<file path="src/rtl/gpio_pkg.sv">
// gpio_pkg: shared definitions for the gpio_ctrl APB GPIO controller.
// Holds the register offset map, the last valid offset, the decoded
// register enumeration and a helper that maps a 12-bit window offset
// onto that enumeration (misaligned or out-of-range offsets decode to
// REG_NONE).
package gpio_pkg;

  localparam logic [11:0] GPIO_DIR_OFS     = 12'h000;
  localparam logic [11:0] GPIO_IN_OFS      = 12'h004;
  localparam logic [11:0] GPIO_OUT_OFS     = 12'h008;
  localparam logic [11:0] GPIO_OUT_SET_OFS = 12'h00C;
  localparam logic [11:0] GPIO_OUT_CLR_OFS = 12'h010;
  localparam logic [11:0] GPIO_RISE_EN_OFS = 12'h014;
  localparam logic [11:0] GPIO_FALL_EN_OFS = 12'h018;
  localparam logic [11:0] GPIO_STATUS_OFS  = 12'h01C;
  localparam logic [11:0] GPIO_LAST_OFS    = GPIO_STATUS_OFS;

  typedef enum logic [3:0] {
    REG_DIR,
    REG_IN,
    REG_OUT,
    REG_OUT_SET,
    REG_OUT_CLR,
    REG_RISE_EN,
    REG_FALL_EN,
    REG_STATUS,
    REG_NONE
  } gpio_reg_e;

  function automatic gpio_reg_e gpio_decode(input logic [11:0] ofs);
    gpio_reg_e r;
    case (ofs)
      GPIO_DIR_OFS:     r = REG_DIR;
      GPIO_IN_OFS:      r = REG_IN;
      GPIO_OUT_OFS:     r = REG_OUT;
      GPIO_OUT_SET_OFS: r = REG_OUT_SET;
      GPIO_OUT_CLR_OFS: r = REG_OUT_CLR;
      GPIO_RISE_EN_OFS: r = REG_RISE_EN;
      GPIO_FALL_EN_OFS: r = REG_FALL_EN;
      GPIO_STATUS_OFS:  r = REG_STATUS;
      default:          r = REG_NONE;
    endcase
    return r;
  endfunction

endpackage

</file>
<file path="src/rtl/gpio_sync_edge.sv">
// gpio_sync_edge: multi-flop input synchroniser plus one-cycle history
// register, producing per-pin rising and falling edge strobes.
// Ports:
//   clk, rst       - clock, synchronous active-high reset
//   din  [WIDTH]   - asynchronous pad inputs
//   sync [WIDTH]   - synchronised inputs (last chain stage)
//   rise [WIDTH]   - sync & ~prev
//   fall [WIDTH]   - ~sync & prev
module gpio_sync_edge #(
  parameter int WIDTH  = 32,
  parameter int STAGES = 2
) (
  input  logic             clk,
  input  logic             rst,
  input  logic [WIDTH-1:0] din,
  output logic [WIDTH-1:0] sync,
  output logic [WIDTH-1:0] rise,
  output logic [WIDTH-1:0] fall
);

  logic [WIDTH-1:0] sync_p [STAGES];
  logic [WIDTH-1:0] prev_p;

  // Synchroniser chain and history register
  always_ff @(posedge clk) begin
    if (rst) begin
      for (int i = 0; i < STAGES; i++) sync_p[i] <= '0;
      prev_p <= '0;
    end else begin
      sync_p[0] <= din;
      for (int i = 1; i < STAGES; i++) sync_p[i] <= sync_p[i-1];
      prev_p <= sync_p[STAGES-1];
    end
  end

  assign sync = sync_p[STAGES-1];
  assign rise = sync & ~prev_p;
  assign fall = ~sync & prev_p;

endmodule

</file>
<file path="src/rtl/gpio_ctrl.sv">
// gpio_ctrl: APB GPIO controller with configurable pin count, input
// synchroniser, atomic output set/clear and per-pin edge interrupts.
// Ports:
//   clk, rst                  - clock, synchronous active-high reset
//   PSEL/PENABLE/PWRITE/PADDR - APB request, PWDATA write data
//   PRDATA/PREADY/PSLVERR     - APB response (zero wait states)
//   gpio_in  [GPIO_WIDTH]     - asynchronous pad inputs
//   gpio_out [GPIO_WIDTH]     - OUT register
//   gpio_en  [GPIO_WIDTH]     - DIR register, 1 = drive
//   irq                       - registered OR of pending enabled STATUS bits
module gpio_ctrl
  import gpio_pkg::*;
#(
  parameter int                    GPIO_WIDTH  = 32,
  parameter int                    SYNC_STAGES = 2,
  parameter int                    ADDR_WIDTH  = 32,
  parameter logic [ADDR_WIDTH-1:0] BASE_ADDR   = 'h9300_0000
) (
  input  logic                  clk,
  input  logic                  rst,
  input  logic                  PSEL,
  input  logic                  PENABLE,
  input  logic                  PWRITE,
  input  logic [ADDR_WIDTH-1:0] PADDR,
  input  logic [31:0]           PWDATA,
  output logic [31:0]           PRDATA,
  output logic                  PREADY,
  output logic                  PSLVERR,
  input  logic [GPIO_WIDTH-1:0] gpio_in,
  output logic [GPIO_WIDTH-1:0] gpio_out,
  output logic [GPIO_WIDTH-1:0] gpio_en,
  output logic                  irq
);

  logic [GPIO_WIDTH-1:0] dir_q;
  logic [GPIO_WIDTH-1:0] out_q;
  logic [GPIO_WIDTH-1:0] rise_en_q;
  logic [GPIO_WIDTH-1:0] fall_en_q;
  logic [GPIO_WIDTH-1:0] status_q;
  logic                  irq_q;

  logic [GPIO_WIDTH-1:0] sync;
  logic [GPIO_WIDTH-1:0] rise;
  logic [GPIO_WIDTH-1:0] fall;

  logic                  access;
  logic                  page_ok;
  logic                  addr_err;
  logic                  wr_en;
  gpio_reg_e             reg_sel;
  logic [GPIO_WIDTH-1:0] wdata;
  logic [GPIO_WIDTH-1:0] set_ev;
  logic [GPIO_WIDTH-1:0] w1c;
  logic [31:0]           rdata;

  // Pad-width register value zero-extended onto the 32-bit bus.
  function automatic logic [31:0] zext(input logic [GPIO_WIDTH-1:0] v);
    logic [31:0] r;
    r = '0;
    r[GPIO_WIDTH-1:0] = v;
    return r;
  endfunction

  gpio_sync_edge #(
    .WIDTH  (GPIO_WIDTH),
    .STAGES (SYNC_STAGES)
  ) u_sync_edge (
    .clk  (clk),
    .rst  (rst),
    .din  (gpio_in),
    .sync (sync),
    .rise (rise),
    .fall (fall)
  );

  assign access   = PSEL & PENABLE;
  assign reg_sel  = gpio_decode(PADDR[11:0]);
  assign page_ok  = (PADDR[ADDR_WIDTH-1:12] == BASE_ADDR[ADDR_WIDTH-1:12]);
  assign addr_err = (reg_sel == REG_NONE) | ~page_ok;
  assign wr_en    = access & PWRITE & ~addr_err;
  assign wdata    = PWDATA[GPIO_WIDTH-1:0];

  // Edge events take priority over a same-cycle W1C on the same bit,
  // so an edge arriving while software clears is never lost.
  assign set_ev = (rise & rise_en_q) | (fall & fall_en_q);
  assign w1c    = (wr_en && reg_sel == REG_STATUS) ? wdata : '0;

  // Register file, STATUS and irq flop
  always_ff @(posedge clk) begin
    if (rst) begin
      dir_q     <= '0;
      out_q     <= '0;
      rise_en_q <= '0;
      fall_en_q <= '0;
      status_q  <= '0;
      irq_q     <= 1'b0;
    end else begin
      if (wr_en) begin
        case (reg_sel)
          REG_DIR:     dir_q     <= wdata;
          REG_OUT:     out_q     <= wdata;
          REG_OUT_SET: out_q     <= out_q | wdata;
          REG_OUT_CLR: out_q     <= out_q & ~wdata;
          REG_RISE_EN: rise_en_q <= wdata;
          REG_FALL_EN: fall_en_q <= wdata;
          default:     ;
        endcase
      end
      status_q <= (status_q & ~w1c) | set_ev;
      irq_q    <= |(status_q & (rise_en_q | fall_en_q));
    end
  end

  always_comb begin
    rdata = '0;
    case (reg_sel)
      REG_DIR:     rdata = zext(dir_q);
      REG_IN:      rdata = zext(sync);
      REG_OUT:     rdata = zext(out_q);
      REG_RISE_EN: rdata = zext(rise_en_q);
      REG_FALL_EN: rdata = zext(fall_en_q);
      REG_STATUS:  rdata = zext(status_q);
      default:     rdata = '0;
    endcase
  end

  // Response is driven only in a legal access phase and is forced low
  // while reset is asserted so an aborted transfer returns nothing.
  assign PREADY  = access;
  assign PSLVERR = access & addr_err & ~rst;
  assign PRDATA  = (access && !addr_err && !rst) ? rdata : 32'h0;

  assign gpio_out = out_q;
  assign gpio_en  = dir_q;
  assign irq      = irq_q;

endmodule

</file>
<file path="config.mk">
export PLATFORM = sky130hd
export DESIGN_NAME = gpio_ctrl
export DESIGN_NICKNAME = d
export VERILOG_FILES = /design/src/rtl/gpio_pkg.sv /design/src/rtl/gpio_sync_edge.sv /design/src/rtl/gpio_ctrl.sv
export SDC_FILE = /design/constraint.sdc
export NUM_CORES = 1
export LEC_CHECK = 0
export ABC_CLOCK_PERIOD_IN_PS = 2070
export BUFFER_PORTS_ARGS = -buffer_cell sky130_fd_sc_hd__buf_4
export CAP_MARGIN = 20
export CORE_ASPECT_RATIO = 2
export CORE_UTILIZATION = 51
export CTS_CLUSTER_SIZE = 30
export DETAILED_ROUTE_END_ITERATION = 10
export GPL_TIMING_DRIVEN = 1
export PLACE_DENSITY = 0.8
export SKIP_LAST_GASP = 1
export SYNTH_ARGS = -nofsm -noshare
export SYNTH_HDL_FRONTEND = slang
export SYNTH_SLANG_ARGS = --single-unit
</file>
<file path="constraint.sdc">
create_clock -name clk -period 2.07 [get_ports clk]
set_input_delay 0.1035 -clock clk [delete_from_list [all_inputs] [get_ports clk]]
set_output_delay 0.1035 -clock clk [all_outputs]
set_load 0.02 [all_outputs]
</file>
======== Yosys cells after proc, flatten, opt, wreduce, memory -nomap -nowiden ========
Memory sizes are Yosys's and may differ from the RTL's.
Index checks and enable logic that the tools add are counted.
W data, S select, Z words.
word-level totals
  register bits after elaboration ......... 193
  memory bits (writable) .................. 64
  bits in read-only memories .............. 128
  input port bits ......................... 101
  output and inout port bits .............. 99
  memories kept ........................... 2
cells by class
  equal/unequal tests ..................... 9
  muxes and demuxes ....................... 10
  bitwise operators ....................... 26
  reductions and logical operators ........ 13
memories
  memory              words  bits a word  rd ports  clocked after memory_dff  wr ports  RTL line              source
  (no name shown)     32     4            1         0                         0         gpio_pkg.sv:32        case (ofs)
  u_sync_edge.sync_p  2      32           2         0                         2         gpio_sync_edge.sv:21  logic [WIDTH-1:0] sync_p [STAGES];
operators by type and width
  cell                    count
  $and A32 B32 Y32        7
  $pmux W32 S6            1
  $mux W32                4
  $not A32 Y32            4
  $or A32 B32 Y32         4
  $pmux W32 S3            1
  $reduce_or A32 Y1       1
  $eq A20 B20 Y1 const B  1
  $eq A4 B3 Y1 const B    4
  $eq A4 B2 Y1 const B    2
  $reduce_and A2 Y1       4
  $logic_not A7 Y1        1
  $and A1 B1 Y1           5
  $eq A4 B1 Y1 const B    1
  $eq A4 B4 Y1 const B    1
  $logic_not A4 Y1        1
  $mux W4                 1
  $logic_and A1 B1 Y1     3
  $mux W1                 3
  $not A1 Y1              3
  $or A1 B1 Y1            3
  $reduce_bool A3 Y1      1
  $logic_not A1 Y1        2

======== Depth between registers and ports, before layout ========
  word-level depth ........................ 11
  depth in mapped cells ................... 7
  gate-level depth less buffers ........... 4

======== Cells and area by module ========
From an unflattened synthesis, not the netlist that was laid out.
second synthesis, totals
  cell total of the unflattened synthesis .. 1193
  area total of the unflattened synthesis .. 11798.8 µm²
modules (own cells, without submodules)
  module          times used  cells each  area an instance (µm²)  sequential area each (µm²)
  gpio_ctrl       1           895         8558.2                  3223.1
  gpio_sync_edge  1           298         3240.6                  1921.8

======== Worst setup path after synthesis ========
No wires, ideal clock.
  path type ............................... input -> output
  from .................................... input PADDR[9]
  to ...................................... output PRDATA[10]
  data arrival time ....................... 2.005 ns
  required time ........................... 1.966 ns
  slack ................................... -0.039 ns
  cell stages on the path ................. 5
  buffers on the path ..................... 1
  path through ............................ or4_1 > nor4_1 > clkbuf_1 > a22oi_1 > a21oi_1
on the way
  longest elaborated chain between the ends .. 8
  elaborated cells between the ends (all ways) .. 15
RTL lines
  item                              RTL line          source
  from (decl)                       gpio_ctrl.sv:24   input logic [ADDR_WIDTH-1:0] PADDR,
  $logic_not A7 Y1 *                gpio_pkg.sv:32
  $mux W4 *                         gpio_pkg.sv:32
  $eq A4 B4 Y1                      gpio_ctrl.sv:79   assign addr_err = (reg_sel == REG_NONE) | ~page_ok;
  $or A1 B1 Y1                      gpio_ctrl.sv:79
  $logic_not A1 Y1                  gpio_ctrl.sv:131  assign PRDATA = (access && !addr_err && !rst) ? rdata : 32'h0;
  $logic_and A1 B1 Y1 (2 in a row)  gpio_ctrl.sv:131
  $mux W32 *                        gpio_ctrl.sv:131
  to (decl)                         gpio_ctrl.sv:26   output logic [31:0] PRDATA,
Every way passes the cells marked *; elsewhere a longest branch is shown, timed or not.

======== Worst setup path after layout ========
  from .................................... input PADDR[11]
  to ...................................... output PRDATA[16]
The elaborated chain is that of the path after synthesis.

==> qor.yml <==
setup_viol: 8
cts_buffers: 23
path_max_fanout: 7
firstDrtPassIters: 7
antenna_found_initial: 0
ctsLongestPathBuffers: 3
num_vias: 10500
ys_seq_area_share_pct: 45.1
row_count: 77
status: "finished with violations"
fmax_mhz: 470
clkSinkCount: 257
cp.arrival_ns: 2.02
gp_congestion: 0.900
violations: "setup timing"
synthFlopType: "dfxtp_1"
hold_class: "in2reg"
yosysWarnings: 0
fin_nets: 1515
clk_pin_slew_ns: 0.06
min_period_ns: 2.13
die_area_um2: 23000
cts_tree: "yes"
syn_avg_cell_area_um2: 10.0
cellLeakagePower_nw: 6.04
setup_ws_ns: -0.0569
required_ns: 1.97
portBuffers: 199
grt_pass1_vias: 10600
synth_cells: 1141
critPathKind: "in2out"
drcViolationCount: 0
period_share_pct: 103
drt_iter0_drc: 797
ys_ff_latch: 257
post-dp-hpwl_um: 24200
synth_edf_count: 0
synthDistinctLibCells: 40
ant_nets: 0
grt_use_total_pct: 31.5
final_cell_mix: "257 x dfxtp_1, 231 x buf_4, 130 x nand2b_1"
drt-vias-per-instance: 6.14
hold_viol: 0
rsz0062_at_grt: "true"
die_w_um: 108
p_per_area_nw_per_um2: 659
pin_count: 200
grt_first_pass_wirelength_um: 55800
maxCapViolCount: 0
seq_area_um2: 5140
drv_slew: 0
start_util_pct: 51.7
worst_slew_pin_slew_ns: 0.616
area_growth_pct: 34.3
syn-cell-area_um2: 11400
skew_ns: 0.00526
clk_latency_ns: 0.52
ir_drop_mv: 0.679
core_area_um2: 22100
layout_commonest_cell: "dfxtp_1"
tns_ns: -0.195
wl_per_cell_um: 21.7
startpoint_type: "input pin"
syn_nets: 1242
cp-end-kind: "primary output"
async_flop_share_pct: 0
n_antenna_cell: 0
htree_levels: 1
die_h_um: 214
drive_above_1_share_pct: 26.3
drt-total-wl_um: 36900
multi_input_area_um2: 6130
cts_root_buf: "clkbuf_16"
fillers: 1592
grt_max_degree: 136
slew_headroom_pct: 58.4
place_ws_ns: -0.147
gr-total-overflow: 0
==> critical path: stages <==
cell and delay (ns):
buf_8 0.10, or4_4 0.55, buf_6 0.15, nor4_4 0.31
buf_6 0.18, buf_8 0.15, a22oi_2 0.08, a21oi_1 0.17
buf_4 0.13, buf_6 0.10
==> cell families (layout without fill, tap and decap cells) <==
| family | count (synthesis) | in the layout | share of synthesized area, % |
|---|---|---|---|
| AND/OR/NAND/NOR | 407 | 407 | 23.2 |
| AO/OA/AOI/OAI | 264 | 264 | 17.2 |
| flip-flops | 257 | 257 | 45.1 |
| multiplexers | 125 | 125 | 11.3 |
| buffers and inverters | 88 | 374 | 3.17 |
==> worst paths after layout <==
path                                                start                         to  slack, ns  cells past startpoint
worst max register to register              fall_en_q[17]                        irq       0.46                      4
worst min register to register  u_sync_edge.sync_p[0][10]  u_sync_edge.sync_p[0][42]       0.43                      1
worst min-delay path                                  rst  u_sync_edge.sync_p[0][39]       0.08                      3
worst max-delay path                            PADDR[11]                 PRDATA[16]      -0.06                     10
==> report_power, final <==
part | leakage (nW) | internal (mW) | switching (mW) | total (mW)
clock | 0.366 | 2.52 | 1.83 | 4.35
sequential | 2.09 | 5.02 | 0.0442 | 5.06
combinational | 3.59 | 0.363 | 0.327 | 0.690
total | 6.04 | 7.90 | 2.20 | 10.1
==> timing repair <==
item	4_1_cts	5_1_grt
gates cloned	4	2
hold endpoints to repair	192	0
setup buffers	7	3
pin swaps	18	20
hold buffers	64	0
gates resized for setup	25	41
setup endpoints to repair	32	31
==> cells in the mapped netlist, types with 2 or more instances <==
master,number,area (um2)
a21oi_1,35,175
a221o_1,32,320
a22o_1,32,280
a22oi_1,64,480
a311oi_1,32,280
and2_1,3,18.8
buf_1,4,15.0
buf_2,7,35.0
buf_6,3,33.8
clkbuf_1,69,259
dfxtp_1,257,5140
inv_1,5,18.8
mux2_2,29,327
mux2i_1,96,961
nand2_1,36,135
nand2b_1,130,813
nand3_1,2,10.0
nand3b_1,35,263
nand4_1,11,68.8
nor2b_1,128,801
nor4_1,11,68.8
nor4_4,3,63.8
nor4b_1,31,272
o21a_1,32,240
o21ai_0,35,175
or2_2,2,12.5
or3_1,3,18.8
or4_4,2,22.5
==> stage by stage <==
| step | instances | hold slack (ns) | total power, mW | instance area, um2 | util, % |
|---|---|---|---|---|---|
| 3_5_place_dp | 1586 | 0.318 | 5.74 | 13500 | 61.3 |
| 3_3_place_gp | 1586 | 0.313 | 5.73 | 13500 | 61.3 |
| 2_1_floorplan | 1141 | 0.213 | 5.42 | 11400 | - |
| 4_1_cts | 1699 | 0.110 | 10.1 | 15100 | 68.6 |
| 5_1_grt | 1703 | 0.147 | 10.4 | 15300 | 69.5 |
| 6_report | 1703 | 0.0758 | 10.1 | 15300 | 69.5 |
==> per-layer routing <==
layer	track usage [%]	vias up	part of all wire, %
met1	33.9	5070	36
met4	22.5	0	7.1
met2	56.5	514	51
met5	0	-	0
li1	-	4718	-
met3	3.68	158	5.8
==> final cells by class <==
| cell class | instances | area share [%] |
|---|---|---|
| Multi-Input combinational cell | 796 | 40.0 |
| Sequential cell | 257 | 33.6 |
| Timing Repair Buffer | 331 | 19.2 |
| Clock buffer | 32 | 4.17 |
| Tap cell | 276 | 2.25 |
| Clock inverter | 6 | 0.686 |
| Inverter | 5 | 0.122 |
==> flip-flops by register name, indices dropped and copies added (netlist names) <==
signal,flops
rise_en_q,32
status_q,32
u_sync_edge.sync_p,64
gpio_out,32
fall_en_q,32
irq,1
gpio_en,32
u_sync_edge.prev_p,32
No activity file was read; power rests on OpenSTA's default activity.
